[config.mk]
export PLATFORM = sky130hd
export DESIGN_NAME = clk_div_bank_flat
export DESIGN_NICKNAME = d
export VERILOG_FILES = /design/src/rtl/clk_div_bank_pkg.sv /design/src/rtl/clk_div_bank_if.sv /design/src/rtl/clk_div_ch.sv /design/src/rtl/clk_div_bank.sv /design/src/flat_wrapper.sv
export SDC_FILE = /design/constraint.sdc
export NUM_CORES = 1
export LEC_CHECK = 0
export CAP_MARGIN = 0
export CORE_UTILIZATION = 62
export DETAILED_ROUTE_END_ITERATION = 6
export PLACE_DENSITY = 0.8
export SYNTH_ARGS = -nofsm -noshare
export SYNTH_HDL_FRONTEND = slang
export SYNTH_HIERARCHICAL = 1
export SYNTH_SLANG_ARGS = --single-unit
[constraint.sdc]
create_clock -name clk_i -period 4.35 [get_ports clk_i]
set_clock_uncertainty 0.1 [all_clocks]
set_input_delay 0.87 -clock clk_i [delete_from_list [all_inputs] [get_ports clk_i]]
set_output_delay 0.87 -clock clk_i [all_outputs]
set_load 0.01 [all_outputs]
[src/rtl/clk_div_bank_pkg.sv]
// Shared types and width helpers for the divided-clock bank.
package clk_div_bank_pkg;

  localparam int unsigned DIV_WIDTH_DEF = 8;

  typedef logic [DIV_WIDTH_DEF-1:0] div_t;

  // Width able to hold 0..lock_cycles inclusive.
  function automatic int unsigned lock_cnt_w(input int unsigned lock_cycles);
    return unsigned'($clog2(lock_cycles + 1));
  endfunction

  function automatic int unsigned ch_idx_w(input int unsigned n);
    return (n > 1) ? unsigned'($clog2(n)) : 1;
  endfunction

endpackage

[src/rtl/clk_div_bank_if.sv]
// Divisor-update request channel of the divided-clock bank.
interface clk_div_bank_if
  import clk_div_bank_pkg::*;
#(
  parameter int unsigned NUM_CH    = 4,
  parameter int unsigned DIV_WIDTH = DIV_WIDTH_DEF
);
  localparam int unsigned CH_W = ch_idx_w(NUM_CH);

  logic                 cfg_valid_i;
  logic                 cfg_ready_o;
  logic [CH_W-1:0]      cfg_ch_i;
  logic [DIV_WIDTH-1:0] cfg_div_i;

  modport master (output cfg_valid_i, output cfg_ch_i, output cfg_div_i, input cfg_ready_o);
  modport slave  (input cfg_valid_i, input cfg_ch_i, input cfg_div_i, output cfg_ready_o);

endinterface

[src/rtl/clk_div_ch.sv]
// One divided-clock channel: shadowed divisor applied on a period boundary,
// flop-driven clock output and a saturating lock detector.
module clk_div_ch
  import clk_div_bank_pkg::*;
#(
  parameter int unsigned DIV_WIDTH   = DIV_WIDTH_DEF,
  parameter int unsigned LOCK_CYCLES = 16
) (
  input  logic                 clk_i,
  input  logic                 arst_ni,
  input  logic                 wr_i,
  input  logic [DIV_WIDTH-1:0] wdiv_i,
  output logic                 clk_o,
  output logic                 locked_o,
  output logic                 busy_o
);

  localparam int unsigned     LW       = lock_cnt_w(LOCK_CYCLES);
  localparam logic [LW-1:0]   LOCK_MAX = LW'(LOCK_CYCLES);

  logic [DIV_WIDTH-1:0] act_q, act_d;
  logic [DIV_WIDTH-1:0] shadow_q, shadow_d;
  logic [DIV_WIDTH-1:0] cnt_q, cnt_d;
  logic [LW-1:0]        per_q, per_d;
  logic                 busy_q, busy_d;
  logic                 clk_q, clk_d;
  logic                 locked_q, locked_d;

  logic [DIV_WIDTH-1:0] new_eff;
  logic [DIV_WIDTH:0]   half;
  logic                 wrap;
  logic                 apply;

  always_comb begin
    act_d    = act_q;
    shadow_d = shadow_q;
    cnt_d    = cnt_q;
    per_d    = per_q;
    busy_d   = busy_q;

    new_eff = (shadow_q == DIV_WIDTH'(1)) ? DIV_WIDTH'(2) : shadow_q;
    wrap    = (act_q != '0) && (cnt_q == act_q - DIV_WIDTH'(1));
    // A disabled channel has no boundary to wait for.
    apply   = busy_q && ((act_q == '0) || wrap);

    if (wr_i) begin
      shadow_d = wdiv_i;
      busy_d   = 1'b1;
    end

    if (act_q != '0) begin
      cnt_d = wrap ? '0 : cnt_q + DIV_WIDTH'(1);
    end

    if (wrap && (per_q != LOCK_MAX)) begin
      per_d = per_q + LW'(1);
    end

    if (apply) begin
      busy_d = 1'b0;
      act_d  = new_eff;
      cnt_d  = '0;
      if (new_eff != act_q) begin
        per_d = '0;
      end
    end

    if (act_d == '0) begin
      cnt_d = '0;
      per_d = '0;
    end

    // Output flop is computed from next-state so clk_o tracks cnt with no skew.
    half     = ({1'b0, act_d} + (DIV_WIDTH + 1)'(1)) >> 1;
    clk_d    = ({1'b0, cnt_d} < half);
    locked_d = (act_d != '0) && (per_d == LOCK_MAX);
  end

  always_ff @(posedge clk_i or negedge arst_ni) begin
    if (!arst_ni) begin
      act_q    <= '0;
      shadow_q <= '0;
      cnt_q    <= '0;
      per_q    <= '0;
      busy_q   <= 1'b0;
      clk_q    <= 1'b0;
      locked_q <= 1'b0;
    end else begin
      act_q    <= act_d;
      shadow_q <= shadow_d;
      cnt_q    <= cnt_d;
      per_q    <= per_d;
      busy_q   <= busy_d;
      clk_q    <= clk_d;
      locked_q <= locked_d;
    end
  end

  assign clk_o    = clk_q;
  assign locked_o = locked_q;
  assign busy_o   = busy_q;

endmodule

[src/rtl/clk_div_bank.sv]
// Bank of independent programmable clock dividers behind a single
// valid/ready divisor-update port.
module clk_div_bank
  import clk_div_bank_pkg::*;
#(
  parameter int unsigned NUM_CH      = 4,
  parameter int unsigned DIV_WIDTH   = DIV_WIDTH_DEF,
  parameter int unsigned LOCK_CYCLES = 16
) (
  input  logic              clk_i,
  input  logic              arst_ni,
  clk_div_bank_if.slave     cfg,
  output logic [NUM_CH-1:0] clk_o,
  output logic [NUM_CH-1:0] locked_o,
  output logic [NUM_CH-1:0] busy_o
);

  logic [NUM_CH-1:0] wr;

  // Out-of-range indices match no channel: ready stays high, request dropped.
  always_comb begin
    cfg.cfg_ready_o = 1'b1;
    wr              = '0;
    for (int unsigned i = 0; i < NUM_CH; i++) begin
      if (32'(cfg.cfg_ch_i) == i) begin
        cfg.cfg_ready_o = ~busy_o[i];
        wr[i]           = cfg.cfg_valid_i & ~busy_o[i];
      end
    end
  end

  for (genvar g = 0; g < NUM_CH; g++) begin : g_ch
    clk_div_ch #(
      .DIV_WIDTH   (DIV_WIDTH),
      .LOCK_CYCLES (LOCK_CYCLES)
    ) u_ch (
      .clk_i    (clk_i),
      .arst_ni  (arst_ni),
      .wr_i     (wr[g]),
      .wdiv_i   (cfg.cfg_div_i),
      .clk_o    (clk_o[g]),
      .locked_o (locked_o[g]),
      .busy_o   (busy_o[g])
    );
  end

endmodule

[src/flat_wrapper.sv]
// flat-port wrapper written by rule: the top's interface ports become plain ports
module clk_div_bank_flat import clk_div_bank_pkg::*;
#(
  parameter int unsigned NUM_CH      = 4,
  parameter int unsigned DIV_WIDTH   = DIV_WIDTH_DEF,
  parameter int unsigned LOCK_CYCLES = 16
)
  (clk_i, arst_ni, clk_o, locked_o, busy_o, cfg_cfg_valid_i, cfg_cfg_ch_i, cfg_cfg_div_i, cfg_cfg_ready_o);
  clk_div_bank_if #(.NUM_CH(NUM_CH), .DIV_WIDTH(DIV_WIDTH)) cfg_i ();
  input  logic clk_i;
  input  logic arst_ni;
  output logic [NUM_CH-1:0] clk_o;
  output logic [NUM_CH-1:0] locked_o;
  output logic [NUM_CH-1:0] busy_o;
  input wire logic [$bits(cfg_i.cfg_valid_i)-1:0] cfg_cfg_valid_i;
  input wire logic [$bits(cfg_i.cfg_ch_i)-1:0] cfg_cfg_ch_i;
  input wire logic [$bits(cfg_i.cfg_div_i)-1:0] cfg_cfg_div_i;
  output wire logic [$bits(cfg_i.cfg_ready_o)-1:0] cfg_cfg_ready_o;
  assign cfg_i.cfg_valid_i = cfg_cfg_valid_i;
  assign cfg_i.cfg_ch_i = cfg_cfg_ch_i;
  assign cfg_i.cfg_div_i = cfg_cfg_div_i;
  assign cfg_cfg_ready_o = cfg_i.cfg_ready_o;
  clk_div_bank #(.NUM_CH(NUM_CH), .DIV_WIDTH(DIV_WIDTH), .LOCK_CYCLES(LOCK_CYCLES)) u_core (.clk_i(clk_i), .arst_ni(arst_ni), .cfg(cfg_i), .clk_o(clk_o), .locked_o(locked_o), .busy_o(busy_o));
endmodule
==> impl_results.md <==
- I/O pin count: 26
- Share of flip-flops with an asynchronous set or reset after synthesis: 100%
- Maximum Capacitance Violations: 0
- Category of the worst setup path launch point: flop
- Vias per std cell: 6.50
- Cell with the most instances after synthesis: dfrtp_1
- Largest voltage drop on the vdd net: 0.448 mV
- CTS clock-pin slew for the worst setup and hold paths: 60 ps
- Worst-case headroom to the max-slew limit: 27.0%
- Area of the core: 0.0161 mm^2
- Type of element capturing the critical path: flop
- Number of unique standard cell types used by synthesis: 64
- First-pass GRT wire length: 41.1 mm
- Total grt overflow: 0
- Max Fanout on Critical Path: 11
- Slew @ Worst Pin: 1080 ps
- GRT Resource Usage Total: 29.7%
- Shortest period the worst path allows: 4150 ps
- Count of yosys warnings during synthesis: 6
- Number of clock sinks seen by CTS: 128
- Finished Core Util: 71.7%
- Initial core utilization: 64.2%
- Highest attainable clock frequency: 241 MHz
- Fraction of final layout cells with drive strength greater than 1: 19.9%
- Insertion delay of the later-clocked pin in the worst-skew pair: 420 ps
- Post-layout instance count excluding filler cells: 1307
- LEAKAGE: 4.85 nW
- Main area contributors after synthesis: dfrtp_1 (31%), xor2_1 (6.1%), ha_1 (5.8%), xnor2_1 (4.7%), mux2_2 (4.4%)
- Flip-flop and latch count after synthesis: 128
- Final Hold Fails: 0
- Routed length per instance: 19.2 um
- DRC errors left: 0
- Die width: 131 um
- TritonCTS Buffers: 17
- Die outline area: 0.0172 mm^2
- Via count of the first global-routing pass: 8256
- Pwr per Cell Area: 669 mW/mm^2
- Share of Yosys cell area claimed by the top area cell type: 30.9%
- EDFF count, synth: 0
- Crit path kind: flop to flop
- Hold Path Class: input port to async pin
- Number of antenna violations at the first check in global routing: 0
- CTS tree: yes
- Remaining antenna violation count after routing: 0
- Die height: 131 um
- Most frequent cells after synthesis: dfrtp_1 (128), xor2_1 (72), nand2_1 (65), xnor2_1 (56), a21oi_1 (52)
- Final-stage net count: 1139
- Port buffer count: 25
- Number of levels the H-tree was split into: 4
- Maximum number of pins on one net before global-route repair: 98
- Period utilization: 95.5%
- Final slew viol count: 0
- Hold_buf cts: 0
- Ys flop type: dfrtp_1
- Row count: 46
- Finish-stage setup viols: 0
- Total half-perimeter wirelength after legalization and detailed placement: 17.9 mm
- Via count of the routed design: 8495
- Post-Synthesis Cell Area: 0.0104 mm^2
- Result of the run: completed
- Ant diodes: 0
- Mapped Nets: 1116
- Buffer depth of the longest clock path: 2
- Synthesis-to-finish area growth: 11.6%
- Sequential share of the synthesized area: 30.9%
- Clock Root Buffer: clkbuf_16
- Total Wirelength: 25.1 mm
- Placer's final routability congestion estimate: 0.940
- Syn_area_per_cell: 9.81 um^2
- First drt pass iteration count: 7
- Cell count after synthesis: 1055
- Post-synth top area cell: dfrtp_1
- Cells after DPL: 1267
- Req. time, crit path: 4610 ps
- Data arrival time at the worst-slack endpoint: 4410 ps
- DRT iter0 DRCs: 981
per-stage QoR:
step | setup TNS, ps | hold WS, ps | area, um^2 | setup slack, ps | power (mW)
after CTS | 0 | 483 | 11400 | 78.6 | 7.58
after floorplan | 0 | 446 | 10400 | 562 | 5.21
after global routing | -44.8 | 506 | 11600 | -24.9 | 8.20
after detailed placement | 0 | 474 | 10800 | 104 | 6.02
after global placement | 0 | 477 | 10800 | 180 | 5.90
final | 0 | 415 | 11600 | 196 | 7.73
report_power, final:
group | internal [mW] | leakage [nW] | total [mW] | switching, mW
clock | 0.947 | 0.301 | 1.48 | 0.535
sequential | 1.62 | 1.56 | 2.51 | 0.890
combinational | 1.71 | 2.99 | 3.74 | 2.03
placed cells by master, fill, tap and decap left out, drive strengths merged, types with 9 or more instances in the layout:
cell type and instances:
nand2 65, clkbuf 23, dfrtp 128, clkdlybuf4s50 24
xor2 80, nand3 48, ha 48, buf 32
o211ai 12, or3 20, nor4b 9, nor4 20
nand2b 12, nor3 57, nor2b 12, inv 45
mux2i 28, mux2 40, o21ai 36, nor2 44
nand4 40, xnor2 60, a31oi 12, a21oi 52
worst max-delay path: stages, from the launching register on:
cell	delay, ps
dfrtp_1	540
nor3_1	520
nand3b_1	260
xnor2_2	240
nor3_4	330
o21ai_4	70
buf_4	210
a221oi_2	410
inv_1	100
o22ai_1	270
ha_1	290
and3_1	180
nor2b_1	140
o41ai_2	230
o211a_1	190
per-layer routing:
| metal | GRT usage (%) | up-vias | part of all wire [%] |
|---|---|---|---|
| met5 | 0 | - | 0 |
| met2 | 48.3 | 350 | 47 |
| li1 | - | 3933 | - |
| met1 | 40.2 | 4159 | 45 |
| met4 | 10.7 | 0 | 2.2 |
| met3 | 4.17 | 53 | 5.9 |
cells by family after synthesis:
| kind of cell | count (synthesis) | synth area share (%) |
|---|---|---|
| AOI/OAI and AO/OA | 200 | 16.2 |
| xor gates and xnor gates | 140 | 12.7 |
| adders and majority gates | 48 | 5.80 |
| buffers and inverters | 97 | 4.48 |
| DFF | 128 | 30.9 |
| muxes | 69 | 7.91 |
| and+or+nand+nor | 373 | 21.9 |
repair_timing:
action / 4_1_cts / 5_1_grt
setup buffers: 0 / 8
endpoints found under the setup margin: 0 / 4
resized for setup: 0 / 28
endpoints found under the hold margin: 0 / 0
path summary, 6_finish.rpt:
path / startpoint / endpoint / slack (ps) / depth (start not counted)
min in group clk_i: u_core/g_ch[3].u_ch/shadow_q[7] / u_core/g_ch[3].u_ch/shadow_q[7] / 490 / 1
min reg2reg: u_core/g_ch[3].u_ch/shadow_q[7] / u_core/g_ch[3].u_ch/shadow_q[7] / 490 / 1
min: arst_ni / u_core/g_ch[3].u_ch/cnt_q[5] / 420 / 1
max in group asynchronous: arst_ni / u_core/g_ch[1].u_ch/act_q[2] / 2910 / 2
max reg2reg: u_core/g_ch[3].u_ch/act_q[2] / u_core/g_ch[3].u_ch/clk_o / 200 / 14
max: u_core/g_ch[3].u_ch/act_q[2] / u_core/g_ch[3].u_ch/clk_o / 200 / 14
area by class of cell:
class	count	area (um^2)
Multi-Input combinational cell	830	6800
Fill cell	1166	4560
Sequential cell	128	3200
Timing Repair Buffer	56	497
Clock buffer	23	478
Tap cell	216	270
Inverter	45	169
Clock inverter	9	131
registers in the layout, indices dropped and copies added, names as in the netlist:
| register | flops |
|---|---|
| u_core/g_ch.u_ch/clk_o | 4 |
| u_core/g_ch.u_ch/shadow_q | 32 |
| u_core/g_ch.u_ch/busy_o | 4 |
| u_core/g_ch.u_ch/cnt_q | 32 |
| u_core/g_ch.u_ch/per_q | 20 |
| u_core/g_ch.u_ch/locked_o | 4 |
| u_core/g_ch.u_ch/act_q | 32 |
Power figures use the tool's default switching activity.
==> edit 1 (same flow settings) <==
The package constant `DIV_WIDTH_DEF` goes from 8 to 12.
--- a/src/rtl/clk_div_bank_pkg.sv
+++ b/src/rtl/clk_div_bank_pkg.sv
@@ -1,7 +1,7 @@
 // Shared types and width helpers for the divided-clock bank.
 package clk_div_bank_pkg;
 
-  localparam int unsigned DIV_WIDTH_DEF = 8;
+  localparam int unsigned DIV_WIDTH_DEF = 12;
 
   typedef logic [DIV_WIDTH_DEF-1:0] div_t;
 
Interface: changed (resized cfg_cfg_div_i); port bits go from 26 to 30. The function was not compared with the original's and may differ.
==> edit 1 against the unedited design <==
- the flow now finishes with violations (negative setup slack)
- critical path type unchanged
- final cell count increased by 41%
- setup slack got worse by 0.66 ns
- total power increased by 41%
- sequential cell count increased by 48
- combinational power increased by 66%
- synthesized cell count increased by 35%
- wire length increased by 50%
- synthesized area increased by 27%
- non-clock buffer count increased by 147
- count of clock-buffer cells in the layout decreased by 1
- via count increased by 43%
- final area increased by 36%
- worst hold slack got worse by 0.029 ns
==> edit 1: results (changes against the unedited design) <==
metric;value;unit;change
top flop regs;u_core/g_ch.u_ch/act_q: 48 flops, u_core/g_ch.u_ch/cnt_q: 48 flops, u_core/g_ch.u_ch/shadow_q: 48 flops;;
Max VDD drop;0.000405;V;-9.5%
dpl ws;-0.485;ns;-0.588 ns
drt wl/cell;20.3;um;+6.0%
Pre-antenna DRT Iters;6;;-1
WL final;37600;um;+50%
Post-DP Area;14700;um2;+36%
Initial DRC Count;1288;;+31%
crit path max fanout;6;;-5
worst setup margin;-0.465;ns;-0.661 ns
Total GRT Usage;33.5;%;+3.9 points
measured slew at the worst slew-check pin;0.778;ns;-0.307 ns
Via density;6.55;;+0.85%
violated checks;negative setup slack;;
status;complete, but fails checks;;
port buffer count;29;;+16%
final setup fails;3;;+3
FILL cells;1339;;+15%
largest net degree at the start of global routing;96;;-2.0%
post-synthesis sequential area ratio;33.5;%;+2.5 points
GR Util met2;55.0;%;+6.6 points
Syn Inst Count;1420;;+35%
post-synth cell types;74;;+16%
LEAKAGE;6.98;nW;+44%
GPL Wtd Cong;0.989;;+5.2%
first-pass GRT wire length;58200;um;+42%
Final TNS setup;-1.33;ns;-1.33 ns
syn_nets;1501;;+34%
hpwl dp;26100;um;+46%
worst hold margin;0.386;ns;-0.0291 ns
vias in the first global route;11900;;+44%
final net count;1645;;+44%
grt met1 use;43.5;%;+3.3 points
share of cells above drive strength 1;24.0;%;+4.1 points
[edit 1: path summary, 6_finish.rpt]
path,from,depth (start not counted),endpoint
worst max register to register,u_core/g_ch[1].u_ch/act_q[1],21,u_core/g_ch[1].u_ch/clk_o
worst max-delay path,u_core/g_ch[1].u_ch/act_q[1],21,u_core/g_ch[1].u_ch/clk_o
worst min register to register,u_core/g_ch[0].u_ch/per_q[4],2,u_core/g_ch[0].u_ch/per_q[4]
min in group clk_i,u_core/g_ch[0].u_ch/per_q[4],2,u_core/g_ch[0].u_ch/per_q[4]
worst min-delay path,arst_ni,1,u_core/g_ch[0].u_ch/per_q[2]
max in group asynchronous,arst_ni,2,u_core/g_ch[2].u_ch/shadow_q[1]
[edit 1: cells by family after synthesis]
| logic type | synth area share (%) |
|---|---|
| mux | 9.01 |
| flops | 33.5 |
| xor+xnor | 13.2 |
| compound gates | 10.6 |
| simple gates | 23.4 |
| fa+ha+maj | 6.09 |
| buf+inv | 4.31 |
[edit 1: per-layer routing]
layer	up-vias	wire length [um]
met5	-	0
met1	5844	15200
met2	644	18100
met3	157	2710
li1	5462	-
met4	0	1580
[edit 1: critical path: stages (launching register included)]
cell	delay (ns)
dfrtp_1	0.41
inv_4	0.08
ha_4	0.14
or4b_4	0.46
or3_4	0.35
a2111oi_4	0.28
nand4_1	0.15
a2111o_1	0.54
o21ai_2	0.21
ha_2	0.24
nand4_1	0.13
xnor2_1	0.23
o21ai_2	0.07
ha_1	0.33
a21o_1	0.16
a21oi_1	0.11
nor2b_1	0.06
o21ai_1	0.14
nand2b_1	0.09
a211oi_2	0.20
o21ai_1	0.09
a41oi_1	0.17
[edit 1: repair_timing]
item	4_1_cts	5_1_grt
buffers inserted	12	13
resized for setup	10	36
setup endpoints to repair	4	4
pin swaps	6	15
[edit 1: layout make-up]
cell class / count / area [um2] / share of cell area, %
Clock buffer: 22 / 474 / 3.02
Timing Repair Buffer: 203 / 1640 / 10.4
Sequential cell: 176 / 4410 / 28.1
Clock inverter: 10 / 128 / 0.813
Multi-Input combinational cell: 1119 / 8540 / 54.4
Inverter: 47 / 184 / 1.17
Tap cell: 270 / 338 / 2.15
[edit 1: report_power, final]
part           switching, mW  total, mW  internal, mW
logic                   3.28       6.20          2.92
registers              0.934       3.13          2.20
clock network          0.677       1.58         0.902
total                   4.89       10.9          6.02
==> edit 2 (config.mk and constraints unchanged) <==
Without the edit above. Make the reset (`arst_ni`) synchronous in one clocked block.
--- a/src/rtl/clk_div_ch.sv
+++ b/src/rtl/clk_div_ch.sv
@@ -76,7 +76,7 @@
     locked_d = (act_d != '0) && (per_d == LOCK_MAX);
   end
 
-  always_ff @(posedge clk_i or negedge arst_ni) begin
+  always_ff @(posedge clk_i) begin
     if (!arst_ni) begin
       act_q    <= '0;
       shadow_q <= '0;
Behaviour: differs if arst_ni is asserted again (counterexample within 4 cycles, from zero or initial values and one cycle with arst_ni low); with arst_ni held inactive, the same outputs for 4 cycles.
==> edit 2 against the unedited design <==
- the flow now finishes with violations (negative setup slack)
- wire length up 18%
- sequential cell count stayed put
- setup slack lost 0.38 ns
- via count increased by 15%
- non-clock buffer count grew 165
- synthesized area down 6.4%
- final area rose by 6.9%
Power is not compared: it rests on default switching activity, and its combinational part moved more than twofold at a synthesized area within 25%.
==> edit 2: results (changes against the unedited design) <==
metric;value;unit;change
syn_nets;1220;;+9.3%
status;complete, but fails checks;;
DR WL met3;2210;um;+50%
htree depth;4;;unchanged
final setup fails;4;;+4
syn_area_per_cell;8.36;um2;-15%
CP arrival;4.80;ns;+0.39 ns
dpl ws;-0.347;ns;-0.451 ns
largest net degree at the start of global routing;23;;-77%
cts bufs inserted;17;;unchanged
FF-to-FF path depth;18;;+4
Initial DRC Count;1383;;+41%
vias in the first global route;9488;;+15%
critical path's slowest cell;or4_4;;
first-pass GRT wire length;46200;um;+12%
drt wl/cell;19.6;um;+2.0%
FILL cells;895;;-23%
metal2 WL;14100;um;+19%
Post-DP Area;11200;um2;+3.8%
met3 global-route usage;6.28;%;+2.1 points
top cells by count, synth;dfxtp_1 (128), nor2_1 (128), nand2_1 (73), nor3_1 (73), xor2_1 (64);;
Pre-antenna DRT Iters;6;;-1
Via density;6.49;;-0.12%
WL final;29500;um;+18%
final net count;1368;;+20%
GR Util met2;60.5;%;+12 points
P_seq;1.21;mW;
Synth Area in Adders;6.20;%;+0.40 points
worst setup margin;-0.185;ns;-0.381 ns
Hold Crit Class;reg -> reg;;
share of cells above drive strength 1;29.3;%;+9.4 points
WL met1;12100;um;+8.3%
Total GRT Usage;35.8;%;+6.1 points
GPL Wtd Cong;0.952;;+1.3%
CP max stage delay;0.51;ns;-0.03 ns
Final TNS setup;-0.654;ns;-0.654 ns
reg2reg end;u_core/g_ch[0].u_ch/clk_o;;
grt met1 use;43.9;%;+3.6 points
placed instance count;1460;;+15%
reg-to-reg startpoint;u_core/g_ch[0].u_ch/act_q[0];;
hpwl dp;19100;um;+6.8%
mux contribution to synthesized area;5.81;%;-2.1 points
post-synthesis sequential area ratio;26.4;%;-4.5 points
top cell family by delay on the critical path;simple AND/OR/NAND/NOR gates;;
largest cells by area after synthesis;dfxtp_1 (26%), ha_1 (6.2%), xor2_1 (5.8%);;
crit path max fanout;5;;-6
post-synth cell types;63;;-1.6%
worst hold margin;0.463;ns;+0.0474 ns
Compound-Gate Fraction of Synth Area;13.0;%;-3.2 points
violated checks;negative setup slack;;
measured slew at the worst slew-check pin;0.919;ns;-0.166 ns
edit 2: cell types whose count changed after synthesis, sizes merged, moves of 16 or more:
cell and delta:
nand4 -16, inv -16, a21oi -16, or4 +16, nor2 +84, nor4 +28, nand3 -16, dfxtp +128
dfrtp -128, xor2 -16, and2 +16, mux2 -32, nor3 +16, clkbuf +52
edit 2: cell families (layout without fill, tap and decap cells):
| kind of cell | after synthesis | after routing |
|---|---|---|
| xor gates and xnor gates | 124 | 124 |
| adders and majority gates | 48 | 48 |
| buffers and inverters | 121 | 281 |
| AOI/OAI and AO/OA | 168 | 168 |
| muxes | 49 | 49 |
| and+or+nand+nor | 521 | 521 |
| DFF | 128 | 128 |
edit 2: how the worst max path moves through the flow:
stage,start,endpoint,slack [ns]
floorplan,u_core/g_ch[0].u_ch/act_q[1],u_core/g_ch[0].u_ch/clk_o,-0.23
global placement,u_core/g_ch[3].u_ch/act_q[0],u_core/g_ch[3].u_ch/clk_o,-0.24
detailed placement,u_core/g_ch[3].u_ch/act_q[0],u_core/g_ch[3].u_ch/clk_o,-0.35
CTS,u_core/g_ch[0].u_ch/act_q[0],u_core/g_ch[0].u_ch/clk_o,-0.07
global route,u_core/g_ch[2].u_ch/act_q[2],u_core/g_ch[2].u_ch/clk_o,-0.37
finish,u_core/g_ch[0].u_ch/act_q[0],u_core/g_ch[0].u_ch/clk_o,-0.18
edit 2: area by class of cell:
class                      count  area (um2)  area share (%)
tap                          188         235            1.91
clock inverter                11         139            1.13
multi-input combinational    910        7050            57.1
timing repair buffer         221        1780            14.5
sequential                   128        2570            20.8
inverter                      29         109           0.882
clock buffer                  20         457            3.70
edit 2: timing repair:
action | in CTS | in global routing
pin swaps | 55 | 14
setup endpoints to repair | 4 | 4
cloned | 0 | 0
resized for setup | 53 | 28
buffers inserted | 13 | 3
